$ cat config.mk
export PLATFORM = sky130hd
export DESIGN_NAME = accel_bus_scheduler_flat
export DESIGN_NICKNAME = d
export VERILOG_FILES = /design/src/rtl/accel_bus_scheduler_pkg.sv /design/src/rtl/accel_bus_scheduler_if.sv /design/src/rtl/accel_bus_scheduler_rr_arbiter3.sv /design/src/rtl/accel_bus_scheduler.sv /design/src/flat_wrapper.sv
export SDC_FILE = /design/constraint.sdc
export NUM_CORES = 1
export LEC_CHECK = 0
export ABC_AREA = 1
export BUFFER_PORTS_ARGS = -buffer_cell sky130_fd_sc_hd__buf_2
export CORE_UTILIZATION = 48
export DETAILED_ROUTE_END_ITERATION = 8
export PLACE_DENSITY = 0.63
export SLEW_MARGIN = 20
export SYNTH_ARGS = -nofsm -noshare
export SYNTH_HDL_FRONTEND = slang
export SYNTH_HIERARCHICAL = 1
export SYNTH_SLANG_ARGS = --single-unit
$ cat constraint.sdc
create_clock -name clk -period 2.5 [get_ports clk]
set_clock_uncertainty 0.05 [all_clocks]
set_input_delay 0.125 -clock clk [delete_from_list [all_inputs] [get_ports clk]]
set_output_delay 0.125 -clock clk [all_outputs]
set_load 0.01 [all_outputs]
$ cat src/rtl/accel_bus_scheduler_pkg.sv
// accel_bus_scheduler_pkg: shared FSM encoding, grant encodings, pointer indices and watchdog limit
package accel_bus_scheduler_pkg;
    typedef enum logic [1:0] {S_IDLE, S_ARB, S_ACTIVE, S_RELEASE} state_t;
    localparam logic [1:0] GID_NONE = 2'b00;
    localparam logic [1:0] GID_FFT  = 2'b01;
    localparam logic [1:0] GID_FIR  = 2'b10;
    localparam logic [1:0] GID_IIR  = 2'b11;
    localparam logic [1:0] IDX_FFT  = 2'd0;
    localparam logic [1:0] IDX_FIR  = 2'd1;
    localparam logic [1:0] IDX_IIR  = 2'd2;
    localparam int         WD_LIMIT = 16;
endpackage

$ cat src/rtl/accel_bus_scheduler_if.sv
// accel_bus_scheduler_if: accelerator request/FIFO status and data-bus grant signals
//   slave  : scheduler side (requests, FIFO flags, beats in; enables, grant_id, ram_addr out)
//   master : accelerator / bus controller side (mirror of slave)
interface accel_bus_scheduler_if #(parameter int ADDR_W = 10);
    logic              fft_req, fir_req, iir_req;
    logic              to_fft_full, to_fir_full, to_iir_full;
    logic              from_fft_empty, from_fir_empty, from_iir_empty;
    logic              ram_read_enable, ram_write_enable;
    logic              fft_enable, fir_enable, iir_enable;
    logic [1:0]        grant_id;
    logic [ADDR_W-1:0] ram_addr;
    modport slave (
        input  fft_req, fir_req, iir_req,
        input  to_fft_full, to_fir_full, to_iir_full,
        input  from_fft_empty, from_fir_empty, from_iir_empty,
        input  ram_read_enable, ram_write_enable,
        output fft_enable, fir_enable, iir_enable, grant_id, ram_addr
    );
    modport master (
        output fft_req, fir_req, iir_req,
        output to_fft_full, to_fir_full, to_iir_full,
        output from_fft_empty, from_fir_empty, from_iir_empty,
        output ram_read_enable, ram_write_enable,
        input  fft_enable, fir_enable, iir_enable, grant_id, ram_addr
    );
endinterface

$ cat src/rtl/accel_bus_scheduler_rr_arbiter3.sv
// rr_arbiter3: combinational 3-way round-robin pick, search starts after last grantee
//   elig  : eligible vector (bit0 FFT, bit1 FIR, bit2 IIR)
//   last  : index of last grantee
//   valid : any candidate eligible
//   pick  : index of selected grantee
module rr_arbiter3 import accel_bus_scheduler_pkg::*; (
    input  logic [2:0] elig,
    input  logic [1:0] last,
    output logic       valid,
    output logic [1:0] pick
);
    logic [1:0] c1, c2;
    always_comb begin
        c1    = (last == IDX_IIR) ? IDX_FFT : last + 2'd1;
        c2    = (c1 == IDX_IIR) ? IDX_FFT : c1 + 2'd1;
        pick  = elig[c1] ? c1 : elig[c2] ? c2 : last;
        valid = |elig;
    end
endmodule

$ cat src/rtl/accel_bus_scheduler.sv
// accel_bus_scheduler: round-robin data-bus scheduler for FFT/FIR/IIR accelerators
//   clk, reset (async active-low), addr_clr (sync pointer clear)
//   bus         : accel_bus_scheduler_if.slave (requests, FIFO flags, beats, grants, ram_addr)
//   busy        : FSM not in IDLE
//   timeout_err : one-cycle pulse on watchdog release (only with SCHED_TIMEOUT_EN defined)
module accel_bus_scheduler import accel_bus_scheduler_pkg::*; #(
    parameter int BURST_LEN = 16,
    parameter int ADDR_W    = 10
) (
    input  logic                   clk,
    input  logic                   reset,
    input  logic                   addr_clr,
    accel_bus_scheduler_if.slave   bus,
    output logic                   busy,
    output logic                   timeout_err
);
    state_t            state_q, state_d;
    logic [1:0]        gnt_q, gnt_d, last_q, last_d, arb_pick;
    logic [2:0]        en_q, en_d, req, full, empty, elig;
    logic [7:0]        cnt_q, cnt_d, cnt_inc;
    logic [ADDR_W-1:0] ptr_q [3];
    logic [ADDR_W-1:0] ptr_d [3];
    logic              arb_valid, active, beat, rel, wd_hit;

    assign req    = {bus.iir_req, bus.fir_req, bus.fft_req};
    assign full   = {bus.to_iir_full, bus.to_fir_full, bus.to_fft_full};
    assign empty  = {bus.from_iir_empty, bus.from_fir_empty, bus.from_fft_empty};
    // A full inbound FIFO with nothing to drain outbound means the accelerator is stuck
    assign elig   = req & ~(full & empty);
    assign active = state_q == S_ACTIVE;
    assign beat   = active && (bus.ram_read_enable || bus.ram_write_enable);
    assign cnt_inc = cnt_q + 8'(beat);
    assign rel    = active && (cnt_inc >= 8'(BURST_LEN) || !elig[gnt_q] || wd_hit);

    rr_arbiter3 u_arb (.elig(elig), .last(last_q), .valid(arb_valid), .pick(arb_pick));

`ifdef SCHED_TIMEOUT_EN
    logic [4:0] wd_q, wd_d;
    logic       to_q, to_d;
    assign wd_hit = active && !beat && wd_q == 5'(WD_LIMIT - 1);
    always_comb begin
        wd_d = (active && !beat && !rel) ? wd_q + 5'd1 : '0;
        to_d = wd_hit;
    end
    always_ff @(posedge clk or negedge reset) begin
        if (!reset) begin
            wd_q <= '0;
            to_q <= 1'b0;
        end else begin
            wd_q <= wd_d;
            to_q <= to_d;
        end
    end
    assign timeout_err = to_q;
`else
    assign wd_hit      = 1'b0;
    assign timeout_err = 1'b0;
`endif

    always_comb begin
        state_d = state_q;
        gnt_d   = gnt_q;
        last_d  = last_q;
        en_d    = '0;
        cnt_d   = cnt_q;
        ptr_d   = ptr_q;
        case (state_q)
            S_IDLE: state_d = |req ? S_ARB : S_IDLE;
            S_ARB: begin
                state_d = arb_valid ? S_ACTIVE : S_IDLE;
                gnt_d   = arb_valid ? arb_pick : gnt_q;
                en_d    = arb_valid ? 3'b001 << arb_pick : 3'b000;
            end
            S_ACTIVE: begin
                cnt_d   = cnt_inc;
                state_d = rel ? S_RELEASE : S_ACTIVE;
                en_d    = rel ? 3'b000 : en_q;
            end
            default: begin
                cnt_d   = '0;
                last_d  = gnt_q;
                state_d = |req ? S_ARB : S_IDLE;
            end
        endcase
        if (beat) ptr_d[gnt_q] = ptr_q[gnt_q] + ADDR_W'(1);
        if (addr_clr) ptr_d = '{default: '0};
    end

    always_ff @(posedge clk or negedge reset) begin
        if (!reset) begin
            state_q <= S_IDLE;
            gnt_q   <= IDX_FFT;
            last_q  <= IDX_IIR;
            en_q    <= '0;
            cnt_q   <= '0;
            ptr_q   <= '{default: '0};
        end else begin
            state_q <= state_d;
            gnt_q   <= gnt_d;
            last_q  <= last_d;
            en_q    <= en_d;
            cnt_q   <= cnt_d;
            ptr_q   <= ptr_d;
        end
    end

    assign bus.fft_enable = en_q[0];
    assign bus.fir_enable = en_q[1];
    assign bus.iir_enable = en_q[2];
    assign bus.grant_id   = en_q[0] ? GID_FFT : en_q[1] ? GID_FIR : en_q[2] ? GID_IIR : GID_NONE;
    assign bus.ram_addr   = active ? ptr_q[gnt_q] : '0;
    assign busy           = state_q != S_IDLE;
endmodule
$ cat src/flat_wrapper.sv
// flat-port wrapper written by rule: the top's interface ports become plain ports
module accel_bus_scheduler_flat import accel_bus_scheduler_pkg::*;
#(
    parameter int BURST_LEN = 16,
    parameter int ADDR_W    = 10
)
  (clk, reset, addr_clr, busy, timeout_err, bus_fft_req, bus_fir_req, bus_iir_req, bus_to_fft_full, bus_to_fir_full, bus_to_iir_full, bus_from_fft_empty, bus_from_fir_empty, bus_from_iir_empty, bus_ram_read_enable, bus_ram_write_enable, bus_fft_enable, bus_fir_enable, bus_iir_enable, bus_grant_id, bus_ram_addr);
  accel_bus_scheduler_if #(.ADDR_W(ADDR_W)) bus_i ();
  input  logic clk;
  input  logic reset;
  input  logic addr_clr;
  output logic busy;
  output logic timeout_err;
  input wire logic [$bits(bus_i.fft_req)-1:0] bus_fft_req;
  input wire logic [$bits(bus_i.fir_req)-1:0] bus_fir_req;
  input wire logic [$bits(bus_i.iir_req)-1:0] bus_iir_req;
  input wire logic [$bits(bus_i.to_fft_full)-1:0] bus_to_fft_full;
  input wire logic [$bits(bus_i.to_fir_full)-1:0] bus_to_fir_full;
  input wire logic [$bits(bus_i.to_iir_full)-1:0] bus_to_iir_full;
  input wire logic [$bits(bus_i.from_fft_empty)-1:0] bus_from_fft_empty;
  input wire logic [$bits(bus_i.from_fir_empty)-1:0] bus_from_fir_empty;
  input wire logic [$bits(bus_i.from_iir_empty)-1:0] bus_from_iir_empty;
  input wire logic [$bits(bus_i.ram_read_enable)-1:0] bus_ram_read_enable;
  input wire logic [$bits(bus_i.ram_write_enable)-1:0] bus_ram_write_enable;
  output wire logic [$bits(bus_i.fft_enable)-1:0] bus_fft_enable;
  output wire logic [$bits(bus_i.fir_enable)-1:0] bus_fir_enable;
  output wire logic [$bits(bus_i.iir_enable)-1:0] bus_iir_enable;
  output wire logic [$bits(bus_i.grant_id)-1:0] bus_grant_id;
  output wire logic [$bits(bus_i.ram_addr)-1:0] bus_ram_addr;
  assign bus_i.fft_req = bus_fft_req;
  assign bus_i.fir_req = bus_fir_req;
  assign bus_i.iir_req = bus_iir_req;
  assign bus_i.to_fft_full = bus_to_fft_full;
  assign bus_i.to_fir_full = bus_to_fir_full;
  assign bus_i.to_iir_full = bus_to_iir_full;
  assign bus_i.from_fft_empty = bus_from_fft_empty;
  assign bus_i.from_fir_empty = bus_from_fir_empty;
  assign bus_i.from_iir_empty = bus_from_iir_empty;
  assign bus_i.ram_read_enable = bus_ram_read_enable;
  assign bus_i.ram_write_enable = bus_ram_write_enable;
  assign bus_fft_enable = bus_i.fft_enable;
  assign bus_fir_enable = bus_i.fir_enable;
  assign bus_iir_enable = bus_i.iir_enable;
  assign bus_grant_id = bus_i.grant_id;
  assign bus_ram_addr = bus_i.ram_addr;
  accel_bus_scheduler #(.BURST_LEN(BURST_LEN), .ADDR_W(ADDR_W)) u_core (.clk(clk), .reset(reset), .addr_clr(addr_clr), .bus(bus_i), .busy(busy), .timeout_err(timeout_err));
endmodule
* Yosys cells after proc, flatten, opt, wreduce, memory -nomap -nowiden
Cells that the tools add are included.
Operators by class: add/subtract/negate cells 4, multiplexer cells 30, bitwise gates (word level) 4, multipliers 0, reductions and logical operators 14, order comparisons 6, divide/modulo/power cells 0, shift-type cells 1, eq/ne operators 5
Operators with widths (number):
- $mux 30 | 2
- $mux 10 | 4
- $bwmux 30 | 1
- $bmux 10 s2 | 1
- $demux 10 s2 | 1
- $mux 2 | 8
- $pmux 8 s2 | 1
- $add 10x1->10 const B | 1
- $lt 2x3->1 const B | 3
- $reduce_or 3->1 | 3
- $add 8x1->8 | 1
- $ge 8x5->1 const B | 1
- $and 3x3->3 | 2
- $bmux 1 s2 | 3
- $eq 2x2->1 const B | 3
- $mux 3 | 2
- $pmux 3 s2 | 1
- $mux 1 | 5
- $add 2x1->2 const B | 2
- $pmux 2 s2 | 1
- $reduce_bool 2->1 | 2
- $ge 3x3->1 const B | 1
- $logic_and 1x1->1 | 3
- $lt 3x1->1 const B | 1
- 10 further kinds | 11
Storage, ports and cells: latch bits 0, bits in writable memories 0, bits in read-only memories 0, memories kept 0, output and inout port bits 17, bits of input ports 14, register bits 47, word-level logic and storage cells 72

* Logic depth before layout (Yosys ltp)
depth after elaboration 11, gate-level depth with buffers 15, mapped depth without buffers 14

* Hierarchy
Netlist, hierarchy kept.
Modules (own cells, without submodules):
- accel_bus_scheduler | sequential area each 1177.4 um^2, cells each 351, area an instance 2829.0 um^2, times used 1
- rr_arbiter3 | sequential area each 0.0 um^2, cells each 22, area an instance 92.6 um^2, times used 1

* Worst setup path before layout
OpenSTA, ideal clock, no wires.
kind reg-to-reg, start point register u_core.state_q[0], end point register u_core.en_q[2], cell stages (with the launch flop) 14, data arrival time 1.931 ns, setup slack 0.402 ns, buffers on the path 1, setup time 0.117 ns, required time 2.333 ns, clock period less this slack 2.098 ns, cells stage by stage dfrtp_1 > inv_1 > ha_1 > buf_4 > inv_2 > nor2_2 > ha_1 > inv_1 > nor2_1 > nand4_1 > xor2_1 > nand3_2 > nand2_1 > nand2_1
Between the ends: longest elaborated chain between the ends 7, elaborated cells between the ends (all ways) 9, those cells by class add/sub: 1; order compare: 1; eq/ne: 3; mux: 1; reduce/logical: 3
RTL lines:
- from (decl) | line accel_bus_scheduler.sv:17 | state_t state_q, state_d;
- from (signal assigned) | line accel_bus_scheduler.sv:98 | state_q <= state_d;
- $eq 2x2->1 | line accel_bus_scheduler.sv:30, accel_bus_scheduler.sv:67
- $logic_and 1x1->1 | line accel_bus_scheduler.sv:31 | assign beat = active && (bus.ram_read_enable || bus.ram_write_enable);
- $add 8x1->8 | line accel_bus_scheduler.sv:32 | assign cnt_inc = cnt_q + 8'(beat);
- $ge 8x5->1 | line accel_bus_scheduler.sv:33 | assign rel = active && (cnt_inc >= 8'(BURST_LEN) || !elig[gnt_q] || wd_hit);
- $logic_or 1x1->1 | line accel_bus_scheduler.sv:33
- $logic_and 1x1->1 | line accel_bus_scheduler.sv:33
- $ne 2x2->1 (no source line)
- to (signal assigned) | line accel_bus_scheduler.sv:101 | en_q <= en_d;
- to (decl) | line accel_bus_scheduler.sv:19 | logic [2:0] en_q, en_d, req, full, empty, elig;
Parallel ways exist; a longest one is shown, timed or not. A chain may end at the register's enable or synchronous reset.

* Final worst setup path
start point register u_core.state_q[0], end point register u_core.en_q[0]
The elaborated chain is that of the path after synthesis.

==> impl_metrics.ini <==
[power_and_ir_drop]
vdd_drop_max_v = 0.000434
finalPower_w = 0.00245
p_leak_nw = 1.80
power-per-cell-area_nw_per_um2 = 741

[worst_setup_path]
crit_top_cell = nand2_1
slowest_delay_ns = 0.41
crit_chain = inv_1 -> ha_1 -> inv_2 -> nor2_4 -> ha_1 -> nand2_1 -> nor2_1 -> nand3_1 -> nand2_1 -> nand3_1 -> nor2_2 -> nand3_2 -> nand2_1 -> nand2_1
path_max_fanout = 5
critPathKind = flop to flop
worst_path_max_delay_cell = dfrtp_1
path_delay_family = simple AND/OR/NAND/NOR gates
start_kind = flop
cp_data_arrival_time_ns = 2.33
required_ns = 2.65
crit_path_end_kind = flop
path_buf_inv = 2

[floorplanning]
core-area_um2 = 5890
initial_core_util_pct = 49.6
io_pins = 31
rows = 28
dieArea_um2 = 6400
die_w_um = 80.0
die_h_um = 80.0

[job]
cap_viol_max_count = 0

[clock_tree]
cts_sinks = 47
root_buffer = clkbuf_8
cts_tree = built
clkLatencyLatePin_ns = 0.30
cts_buffers = 5
cts_buffer_depth = 2
clk_pin_slew_ns = 0.09
htreeDepth = 2

[route]
antenna_left = 0
drt-wirelength-per-cell_um = 14.1
drc_errors = 0
viasPerCell = 5.18
first_pass_iters = 4
finalWirelength_mm = 6.85
num_vias = 2512
detail_route.iter0.violations = 133

[sta]
rsz0062_at_grt = no
layout_setup_ws_ns = 0.321
finalSetupTns_ns = 0
fin_crit_sh_pct = 87.2
finalSetupViolCount = 0
period_needed_ns = 2.18
worst_pin_slew_ns = 0.521
slew_headroom_pct = 65.0
finalHoldViolCount = 0
fmax_mhz = 459
holdWs_ns = 0.0394
slew_viol_final = 0

[place]
dp_hpwl_mm = 4.94
io_buffers = 29
pre_cts_ws_ns = 0.266
routabilityCongestion = 0.797

[global_route]
grt_usage_pct = 23.6
antenna_found_initial = 0
grt_pass1_vias = 2395
overflow = 0
grt_max_degree = 31
grt_first_pass_wirelength_mm = 11.5

[yosys]
synthTopCellsByArea = dfrtp_1 39%, nand2_1 16%, nand3_1 6.7%
synthCells = 373
synth-edff-count = 0
syn_nets = 394
netlist.area_leader.share_pct = 39.4
ys_warn_count = 6
ys_top_cells_by_count = 128 x nand2_1, 46 x dfrtp_1, 40 x inv_1
ys_async_sr_fraction_pct = 100
yosysSeqAreaShare_pct = 40.3
synth_cell_types = 40
synth_seq_cells = 47
syn-cell-area_um2 = 2920
synth.avg_cell_area_um2 = 7.83
synth_most_common_cell = nand2_1
yosys.area.top_type = dfrtp_1
synthFlopType = dfrtp_1

[cells_and_area]
multi_input_area_um2 = 1520
nFillCells = 570
regArea_um2 = 1180
fin_util_pct = 56.1
drive_gt1_share_pct = 20.2
n_antenna_cell = 0
layout.nets = 430
syn_to_final_growth_pct = 13.0

[run_status]
outcome = complete, no violations

[worst_hold_path]
hold_class = input pin to flop
## repair_timing
item,in CTS,in global routing
buffers inserted,0,0
hold buffers,1,0
endpoints found under the setup margin,0,4
resized for setup,0,2
endpoints found under the hold margin,16,0
## routing by layer
metal  up-vias  part of all wire [%]  global-route usage (%)
li1       1270                     -                       -
met1      1182                    46                    30.0
met2        50                    49                    40.9
met3        10                   3.8                    4.00
met4         0                   1.5                    7.32
met5         -                     0                       0
## power breakdown
group	internal [W]	total [W]	switching (W)
clock	0.000399	0.000660	0.000262
sequential	0.000834	0.000939	0.000105
combinational	0.000268	0.000848	0.000580
total	0.00150	0.00245	0.000946
## state kept, by name, indices dropped and copies added (netlist names)
name and cells:
u_core/last_q 2, u_core/ptr_q 30, u_core/gnt_q 2, u_core/en_q 3, u_core/state_q 2, u_core/cnt_q 8
## worst register-to-register path: cells and delay by family, from the launching register on
family / cells / cell delay (ns)
AND/OR/NAND/NOR: 10 / 1.08
flip-flops: 1 / 0.41
adder cells (fa/ha/maj): 2 / 0.37
buffers and inverters: 2 / 0.17
## cell families after synthesis
group	count (synthesis)	share of synthesized area, %
xor gates and xnor gates	5	1.76
and+or+nand+nor	227	39.4
other	1	0.128
DFF	47	40.3
adders and majority gates	7	3.00
buffers and inverters	52	8.18
AOI/OAI and AO/OA	34	7.24
## path summary, 6_finish.rpt
check / cells past startpoint / slack (ns) / from / to
min in group asynchronous: 2 / 0.23 / reset / u_core/cnt_q[2]$_DFFE_PN0N_
worst min register to register: 2 / 0.43 / u_core/ptr_q[18]$_DFFE_PN0P_ / u_core/ptr_q[18]$_DFFE_PN0P_
worst min-delay path: 3 / 0.04 / bus_fir_req / u_core/state_q[0]$_DFF_PN0_
max in group asynchronous: 3 / 1.41 / reset / u_core/ptr_q[7]$_DFFE_PN0P_
worst max register to register: 14 / 0.32 / u_core/state_q[0]$_DFF_PN0_ / u_core/en_q[0]$_DFFE_PN0P_
worst max-delay path: 14 / 0.32 / u_core/state_q[0]$_DFF_PN0_ / u_core/en_q[0]$_DFFE_PN0P_
## placed cells by master (no fill, tap or decap), types with 4 or more instances in the layout
master and n:
a21oi_1 8, buf_2 29, buf_4 5, clkbuf_8 5
dfrtp_1 46, ha_1 7, inv_1 40, nand2_1 128
nand2_2 7, nand3_1 39, nand3_2 8, nand3_4 4
nand4_1 7, nor2_1 14, nor2_2 7, o21ai_0 8
o21ai_1 5
## per-stage QoR
step	cell area, um2	cells
3_3_place_gp	3140	476
2_1_floorplan	2920	373
6_report	3300	485
3_5_place_dp	3140	476
4_1_cts	3290	485
5_1_grt	3300	485
## final cells by class
cell class                 instances  share of cell area (%)
sequential                        47                    35.7
inverter                          46                    5.53
clock buffer                       5                    2.08
multi-input combinational        274                    46.0
timing repair buffer              35                    5.84
clock inverter                     3                    2.05
tap                               75                    2.84
(Power assumes the default switching activity.)
